File: src/rtl/pipe_stage_reg.sv
// Valid/ready pipeline stage register with flush, ctrl gating and a saturating stall counter.
// Define PIPE_SKID_EN for a two-entry skid buffer with a registered in_ready.
module pipe_stage_reg #(
  parameter int DATA_W = 32,
  parameter int CTRL_W = 8,
  parameter int CNT_W  = 16
) (
  input  logic              clk,
  input  logic              rst_n,
  input  logic              in_valid,
  output logic              in_ready,
  input  logic [DATA_W-1:0] in_data,
  input  logic [CTRL_W-1:0] in_ctrl,
  input  logic              flush,
  output logic              out_valid,
  input  logic              out_ready,
  output logic [DATA_W-1:0] out_data,
  output logic [CTRL_W-1:0] out_ctrl,
  output logic [CNT_W-1:0]  stall_cnt
);

  logic [DATA_W-1:0] r_data;
  logic [CTRL_W-1:0] r_ctrl;
  logic [CNT_W-1:0]  r_stall_cnt;
  logic              w_in_xfer;
  logic              w_load_main;

`ifdef PIPE_SKID_EN
  typedef enum logic [1:0] {S_EMPTY = 2'b00, S_ONE = 2'b01, S_TWO = 2'b10} state_t;
  state_t            r_state;
  state_t            w_state_nxt;
  logic              r_in_ready;
  logic [DATA_W-1:0] r_skid_data;
  logic [CTRL_W-1:0] r_skid_ctrl;
  logic              w_load_skid;
  logic              w_skid_to_main;

  assign in_ready  = r_in_ready;
  assign w_in_xfer = in_valid & r_in_ready;

  // Next-state decode; in_ready is low in TWO, so no input beat arrives there.
  always_comb begin
    w_state_nxt    = r_state;
    w_load_main    = 1'b0;
    w_load_skid    = 1'b0;
    w_skid_to_main = 1'b0;
    if (flush) begin
      w_state_nxt = S_EMPTY;
    end else begin
      case (r_state)
        S_EMPTY: begin
          if (w_in_xfer) begin
            w_state_nxt = S_ONE;
            w_load_main = 1'b1;
          end else begin
            w_state_nxt = S_EMPTY;
          end
        end
        S_ONE: begin
          if (w_in_xfer && out_ready) begin
            w_state_nxt = S_ONE;
            w_load_main = 1'b1;
          end else if (w_in_xfer) begin
            w_state_nxt = S_TWO;
            w_load_skid = 1'b1;
          end else if (out_ready) begin
            w_state_nxt = S_EMPTY;
          end else begin
            w_state_nxt = S_ONE;
          end
        end
        S_TWO: begin
          if (out_ready) begin
            w_state_nxt    = S_ONE;
            w_skid_to_main = 1'b1;
          end else begin
            w_state_nxt = S_TWO;
          end
        end
        default: w_state_nxt = S_EMPTY;
      endcase
    end
  end

  // State and registered in_ready.
  always_ff @(posedge clk or negedge rst_n) begin
    if (!rst_n) begin
      r_state    <= S_EMPTY;
      r_in_ready <= 1'b0;
    end else begin
      r_state    <= w_state_nxt;
      r_in_ready <= (w_state_nxt != S_TWO);
    end
  end

  // Main and skid entries; flush clears only the control bits.
  always_ff @(posedge clk or negedge rst_n) begin
    if (!rst_n) begin
      r_data      <= {DATA_W{1'b0}};
      r_ctrl      <= {CTRL_W{1'b0}};
      r_skid_data <= {DATA_W{1'b0}};
      r_skid_ctrl <= {CTRL_W{1'b0}};
    end else if (flush) begin
      r_ctrl      <= {CTRL_W{1'b0}};
      r_skid_ctrl <= {CTRL_W{1'b0}};
    end else begin
      if (w_skid_to_main) begin
        r_data <= r_skid_data;
        r_ctrl <= r_skid_ctrl;
      end else if (w_load_main) begin
        r_data <= in_data;
        r_ctrl <= in_ctrl;
      end
      if (w_load_skid) begin
        r_skid_data <= in_data;
        r_skid_ctrl <= in_ctrl;
      end
    end
  end
`else
  typedef enum logic [0:0] {S_EMPTY = 1'b0, S_FULL = 1'b1} state_t;
  state_t r_state;
  state_t w_state_nxt;

  assign in_ready  = (r_state == S_EMPTY) || out_ready;
  assign w_in_xfer = in_valid & in_ready;

  // Next-state decode; a beat accepted while FULL implies the held one leaves.
  always_comb begin
    w_state_nxt = r_state;
    w_load_main = 1'b0;
    if (flush) begin
      w_state_nxt = S_EMPTY;
    end else begin
      case (r_state)
        S_EMPTY: begin
          if (w_in_xfer) begin
            w_state_nxt = S_FULL;
            w_load_main = 1'b1;
          end else begin
            w_state_nxt = S_EMPTY;
          end
        end
        S_FULL: begin
          if (w_in_xfer) begin
            w_state_nxt = S_FULL;
            w_load_main = 1'b1;
          end else if (out_ready) begin
            w_state_nxt = S_EMPTY;
          end else begin
            w_state_nxt = S_FULL;
          end
        end
        default: w_state_nxt = S_EMPTY;
      endcase
    end
  end

  // State register.
  always_ff @(posedge clk or negedge rst_n) begin
    if (!rst_n) begin
      r_state <= S_EMPTY;
    end else begin
      r_state <= w_state_nxt;
    end
  end

  // Payload register; flush clears only the control bits.
  always_ff @(posedge clk or negedge rst_n) begin
    if (!rst_n) begin
      r_data <= {DATA_W{1'b0}};
      r_ctrl <= {CTRL_W{1'b0}};
    end else if (flush) begin
      r_ctrl <= {CTRL_W{1'b0}};
    end else if (w_load_main) begin
      r_data <= in_data;
      r_ctrl <= in_ctrl;
    end
  end
`endif

  // Saturating stall counter, cleared only by reset.
  always_ff @(posedge clk or negedge rst_n) begin
    if (!rst_n) begin
      r_stall_cnt <= {CNT_W{1'b0}};
    end else if (out_valid && !out_ready && (r_stall_cnt != {CNT_W{1'b1}})) begin
      r_stall_cnt <= r_stall_cnt + {{(CNT_W-1){1'b0}}, 1'b1};
    end
  end

  assign out_valid = (r_state != S_EMPTY);
  assign out_data  = r_data;
  assign out_ctrl  = out_valid ? r_ctrl : {CTRL_W{1'b0}};
  assign stall_cnt = r_stall_cnt;

endmodule

File: config.mk
export PLATFORM = sky130hd
export DESIGN_NAME = pipe_stage_reg
export DESIGN_NICKNAME = d
export VERILOG_FILES = /design/src/rtl/pipe_stage_reg.sv
export SDC_FILE = /design/constraint.sdc
export NUM_CORES = 1
export LEC_CHECK = 0
export CAP_MARGIN = 20
export CORE_MARGIN = 5
export CORE_UTILIZATION = 42
export DETAILED_ROUTE_END_ITERATION = 10
export PLACE_DENSITY = 0.77
export SLEW_MARGIN = 20
export SYNTH_ARGS = -nofsm -noshare
export SYNTH_HDL_FRONTEND = slang
export SYNTH_SLANG_ARGS = --single-unit
File: constraint.sdc
create_clock -name clk -period 2.15 [get_ports clk]
set_input_delay 0.215 -clock clk [delete_from_list [all_inputs] [get_ports clk]]
set_output_delay 0.215 -clock clk [all_outputs]
set_load 0.02 [all_outputs]
==> reports/results.ini <==
[status]
status = complete, no violations

[drt]
drc = 0
first_pass_iters = 4
wl_um = 5510
wl_per_cell_um = 15.4
ant_nets = 0
vias = 1743
drt_iter0_drc = 53
viasPerCell = 4.87

[yosys]
synth_top_area_share_pct = 60.6
ys_top_cells_by_count = dfrtp_1, mux2_2, xor2_1
post-synth-top-count-cell = dfrtp_1
synth.largest_area_cell = dfrtp_1
synthCells = 168
synth_edf_count = 0
ys_seq_area_share_pct = 60.6
async_flop_share_pct = 100
synth_area_leaders = dfrtp_1, mux2_2, xor2_1, a22o_1, and2_1
netlist_area_um2 = 2350
synth_warnings = 0
synth_flop_cell = dfrtp_1
synth-seq-cells = 57
ys_types = 27
synthesis.nets = 214
synth.avg_cell_area_um2 = 14.0

[setup_path]
max_stage_delay_ns = 0.65
crit_chain = nand2b_2, clkdlybuf4s50_1
critPathMaxFanout = 11
required_ns = 1.93
path_class = flip-flop to output port
cpMaxStageDelayCell = clkdlybuf4s50_1
end_kind = output port
start_kind = flip-flop
cp.arrival_ns = 1.68

[clock_network]
cts_sinks = 57
clk_pin_slew_ns = 0.06
h-tree-depth = 3
numCtsBuffers = 9
tritoncts = done
post-cts-setup-buffers = 0
clock_latency_ns = 0.33
root_buffer = clkbuf_8
clk_path_buf_depth = 2

[die]
rows = 27
die-area_um2 = 7200
coreArea_um2 = 5470
die_h_um = 84.8
initial_core_util_pct = 43.0
fp.dieW_um = 84.8
boundaryPins = 103

[sta]
period_needed_ns = 1.90
maxSlewViolCount = 0
worst_pin_slew_ns = 0.683
hold_ws_ns = 0.276
setup_viol = 0
rsz0062_at_grt = no
finalHoldViolations = 0
clock_skew_ns = 0.00494
slew_headroom_pct = 54.5
min_period_over_period_pct = 88.4
max_freq_mhz = 526
fin_setup_tns_ns = 0

[layout]
antenna-diode-count = 0
area_growth_pct = 58.0
finalNetCount = 328
drive_gt1_share_pct = 21.0

[worst_hold_path]
hold_path_class = primary input to asynchronous set/reset pin

[grt]
grt_start_max_net_pins = 35
antenna_found_initial = 0
grt_pass1_vias = 1883
grt-ovfl-total = 0
grt_usage_pct = 16.6
grt_pass1_wl_um = 9270

[power_and_ir_drop]
p_leak_nw = 1.61
vdd_drop_max_mv = 0.619
power_per_cell_area_nw_per_um2 = 876

[run]
drv_cap = 0

[placement]
place_congestion = 0.797
io_buffers = 102
dpl.hpwl_um = 4110

==> worst max-delay path: cells and delay by family, from the launching register on <==
family,cells,cell delay (ns)
buffers and inverters,1,0.65
AND/OR/NAND/NOR,1,0.21
flip-flops,1,0.49
==> layout by cell type, fill, tap and decap left out, types with 2 or more instances in the layout <==
cell and count:
xor2_1 10, and2_1 8, nor4_1 3, mux2_2 32, dfrtp_1 57, clkdlybuf4s50_1 101, nor2_1 2, buf_4 4
a21oi_1 2, nand4_1 6, nor3_1 5, a22o_1 8, nand2_1 5, inv_1 2, xnor2_1 5, clkbuf_8 13
nand3_1 5
==> final cells by class <==
| cell class | instances | area [µm²] |
|---|---|---|
| Multi-Input combinational cell | 104 | 903 |
| Tap cell | 72 | 90.1 |
| Clock inverter | 2 | 35.0 |
| Inverter | 2 | 7.51 |
| Sequential cell | 57 | 1430 |
| Timing Repair Buffer | 108 | 1080 |
| Clock buffer | 13 | 179 |
| Fill cell | 406 | 1760 |
==> cell families after synthesis <==
logic type,share of synthesized area (%)
AOI/OAI and AO/OA,3.40
adders and majority gates,0.532
and+or+nand+nor,12.5
buffers and inverters,1.38
DFF,60.6
muxes,16.0
xor gates and xnor gates,5.58
==> routing by layer <==
metal / routed length, µm / track usage, %
met1: 2420 / 21.5
met2: 2410 / 23.4
met3: 501 / 7.28
met4: 174 / 8.63
met5: 0 / 0
==> repair_timing <==
item,in CTS,in global routing
gates resized for setup,0,1
hold buffers,1,0
endpoints found under the hold margin,8,0
endpoints found under the setup margin,0,1
==> sequential cells by signal, indices dropped and copies added, names as in the netlist <==
register	flops
out_data	32
r_ctrl	8
out_valid	1
stall_cnt	16
==> final timing paths <==
check / to / depth (start not counted) / startpoint / slack [ns]
min in group clk: r_ctrl[0] / 1 / r_ctrl[0] / 0.49
min reg2reg: r_ctrl[0] / 1 / r_ctrl[0] / 0.49
max: in_ready / 2 / out_valid / 0.25
max in group asynchronous: r_ctrl[0] / 3 / rst_n / 1.25
max reg2reg: stall_cnt[1] / 5 / stall_cnt[0] / 0.33
min: out_data[4] / 2 / rst_n / 0.28
==> stage by stage <==
step                std cells  utilization (%)  instance area, µm²  worst slack, ns  power [W]
finish                    358             67.9                3720            0.250    0.00325
detailed placement        342             63.8                3490            0.168    0.00224
global route              358             67.9                3720            0.119    0.00343
floorplan                 168                -                2350            0.429    0.00176
global placement          342             63.8                3490            0.212    0.00223
CTS                       358             67.9                3710            0.121    0.00330
==> power breakdown <==
part	total, W	switching (W)	internal [W]
logic	0.000847	0.000371	0.000476
clock network	0.00104	0.000386	0.000653
registers	0.00137	0.000136	0.00123
Power figures use the tool's default switching activity.
==> RTL change, RTL diff (same settings) <==
Set the parameter `CNT_W` to 24 (it was 16).
--- a/src/rtl/pipe_stage_reg.sv
+++ b/src/rtl/pipe_stage_reg.sv
@@ -3,7 +3,7 @@
 module pipe_stage_reg #(
   parameter int DATA_W = 32,
   parameter int CTRL_W = 8,
-  parameter int CNT_W  = 16
+  parameter int CNT_W  = 24
 ) (
   input  logic              clk,
   input  logic              rst_n,
Interface: changed (resized stall_cnt); port bits go from 103 to 111. The function was not compared with the original's and may differ.
==> RTL change against the unedited design <==
Count of clock-buffer cells in the layout fell by 2; clock power is 8% lower; sequential share of layout area increased by 0.86 points; wire length up 22%; worst setup slack worse by 0.085 ns; via count rose by 13%; synthesized area increased by 18%; sequential cell count is 8 higher; synthesized cell count increased by 18%; clock skew increased by 0.0023 ns; design area is 12% higher; total power up 1.7%; combinational power about the same; critical endpoint unchanged.
==> RTL change: results (changes against the unedited design) <==
pwr:
  p_seq_frac: 0.455  # +0.034
  p_int_w: 0.002357  # -0.17%
  p_leak_nw: 1.791  # +11%
  vdd_ir_drop_max_mv: 0.7122  # +15%
global_route:
  grt_pass1_vias: 2143  # +14%
  grt_max_degree: 41  # +17%
  grt_first_pass_wirelength_um: 11090  # +20%
place:
  portBuffers: 110  # +7.8%
  pre_cts_ws_ns: 0.2729  # +0.1048 ns
  placedCellCount: 382  # +12%
  place_congestion: 0.7887  # -1.1%
  dpl_cell_area_um2: 3958  # +13%
route:
  wire_per_inst_um: 16.86  # +9.7%
  drt_iter0_markers: 58  # +9.4%
  vias: 1964  # +13%
cells_and_area:
  drive_above_1_share: 0.09657  # -0.1132
  final_util: 0.6493  # -0.02995
  num-fill-cells: 496  # +22%
logic_synthesis:
  synth_cell_types: 31  # +15%
  yosysSeqAreaShare: 0.5885  # -0.01788
  synth.net_count: 244  # +14%
  synth.area.top_cells: "dfrtp_1, mux2_1, xnor2_1, a22o_1, and2_1"
  synth_fa_ha_area_frac: 0.004527  # -0.0007922
  synth_compound_area_frac: 0.05297  # +0.01892
worst_setup_path:
  crit_fanout: 10  # -1
  cp_data_arrival_time_ns: 1.77  # +0.09 ns
  cp_slowest_stage_delay_ns: 0.57  # -0.08 ns
status:
  status: "complete, no violations"
timing:
  fin_worst_skew_ns: 0.007271  # +0.002335 ns
  max_slew_margin: 0.5591  # +0.01451
## RTL change: layout make-up
cell class | instances | area share
Clock buffer | 11 | 0.03168
Clock inverter | 4 | 0.01086
Inverter | 1 | 0.0009052
Multi-Input combinational cell | 125 | 0.2610
Sequential cell | 65 | 0.3923
Tap cell | 77 | 0.02323
Timing Repair Buffer | 115 | 0.2800
## RTL change: per-layer routing
| layer | GRT usage | up-vias | wire, um |
|---|---|---|---|
| li1 | - | 941 | - |
| met1 | 0.2365 | 929 | 3271 |
| met2 | 0.2440 | 90 | 2903 |
| met3 | 0.05868 | 4 | 490 |
| met4 | 0.05746 | 0 | 46 |
| met5 | 0 | - | 0 |
## RTL change: how the worst max path moves through the flow
stage	from	end	slack [ns]
floorplan	stall_cnt[0]	stall_cnt[1]	0.33
global placement	out_ready	out_data[12]	0.30
detailed placement	out_ready	out_data[26]	0.27
CTS	out_valid	in_ready	0.001
global route	out_valid	in_ready	0.02
finish	out_valid	in_ready	0.16
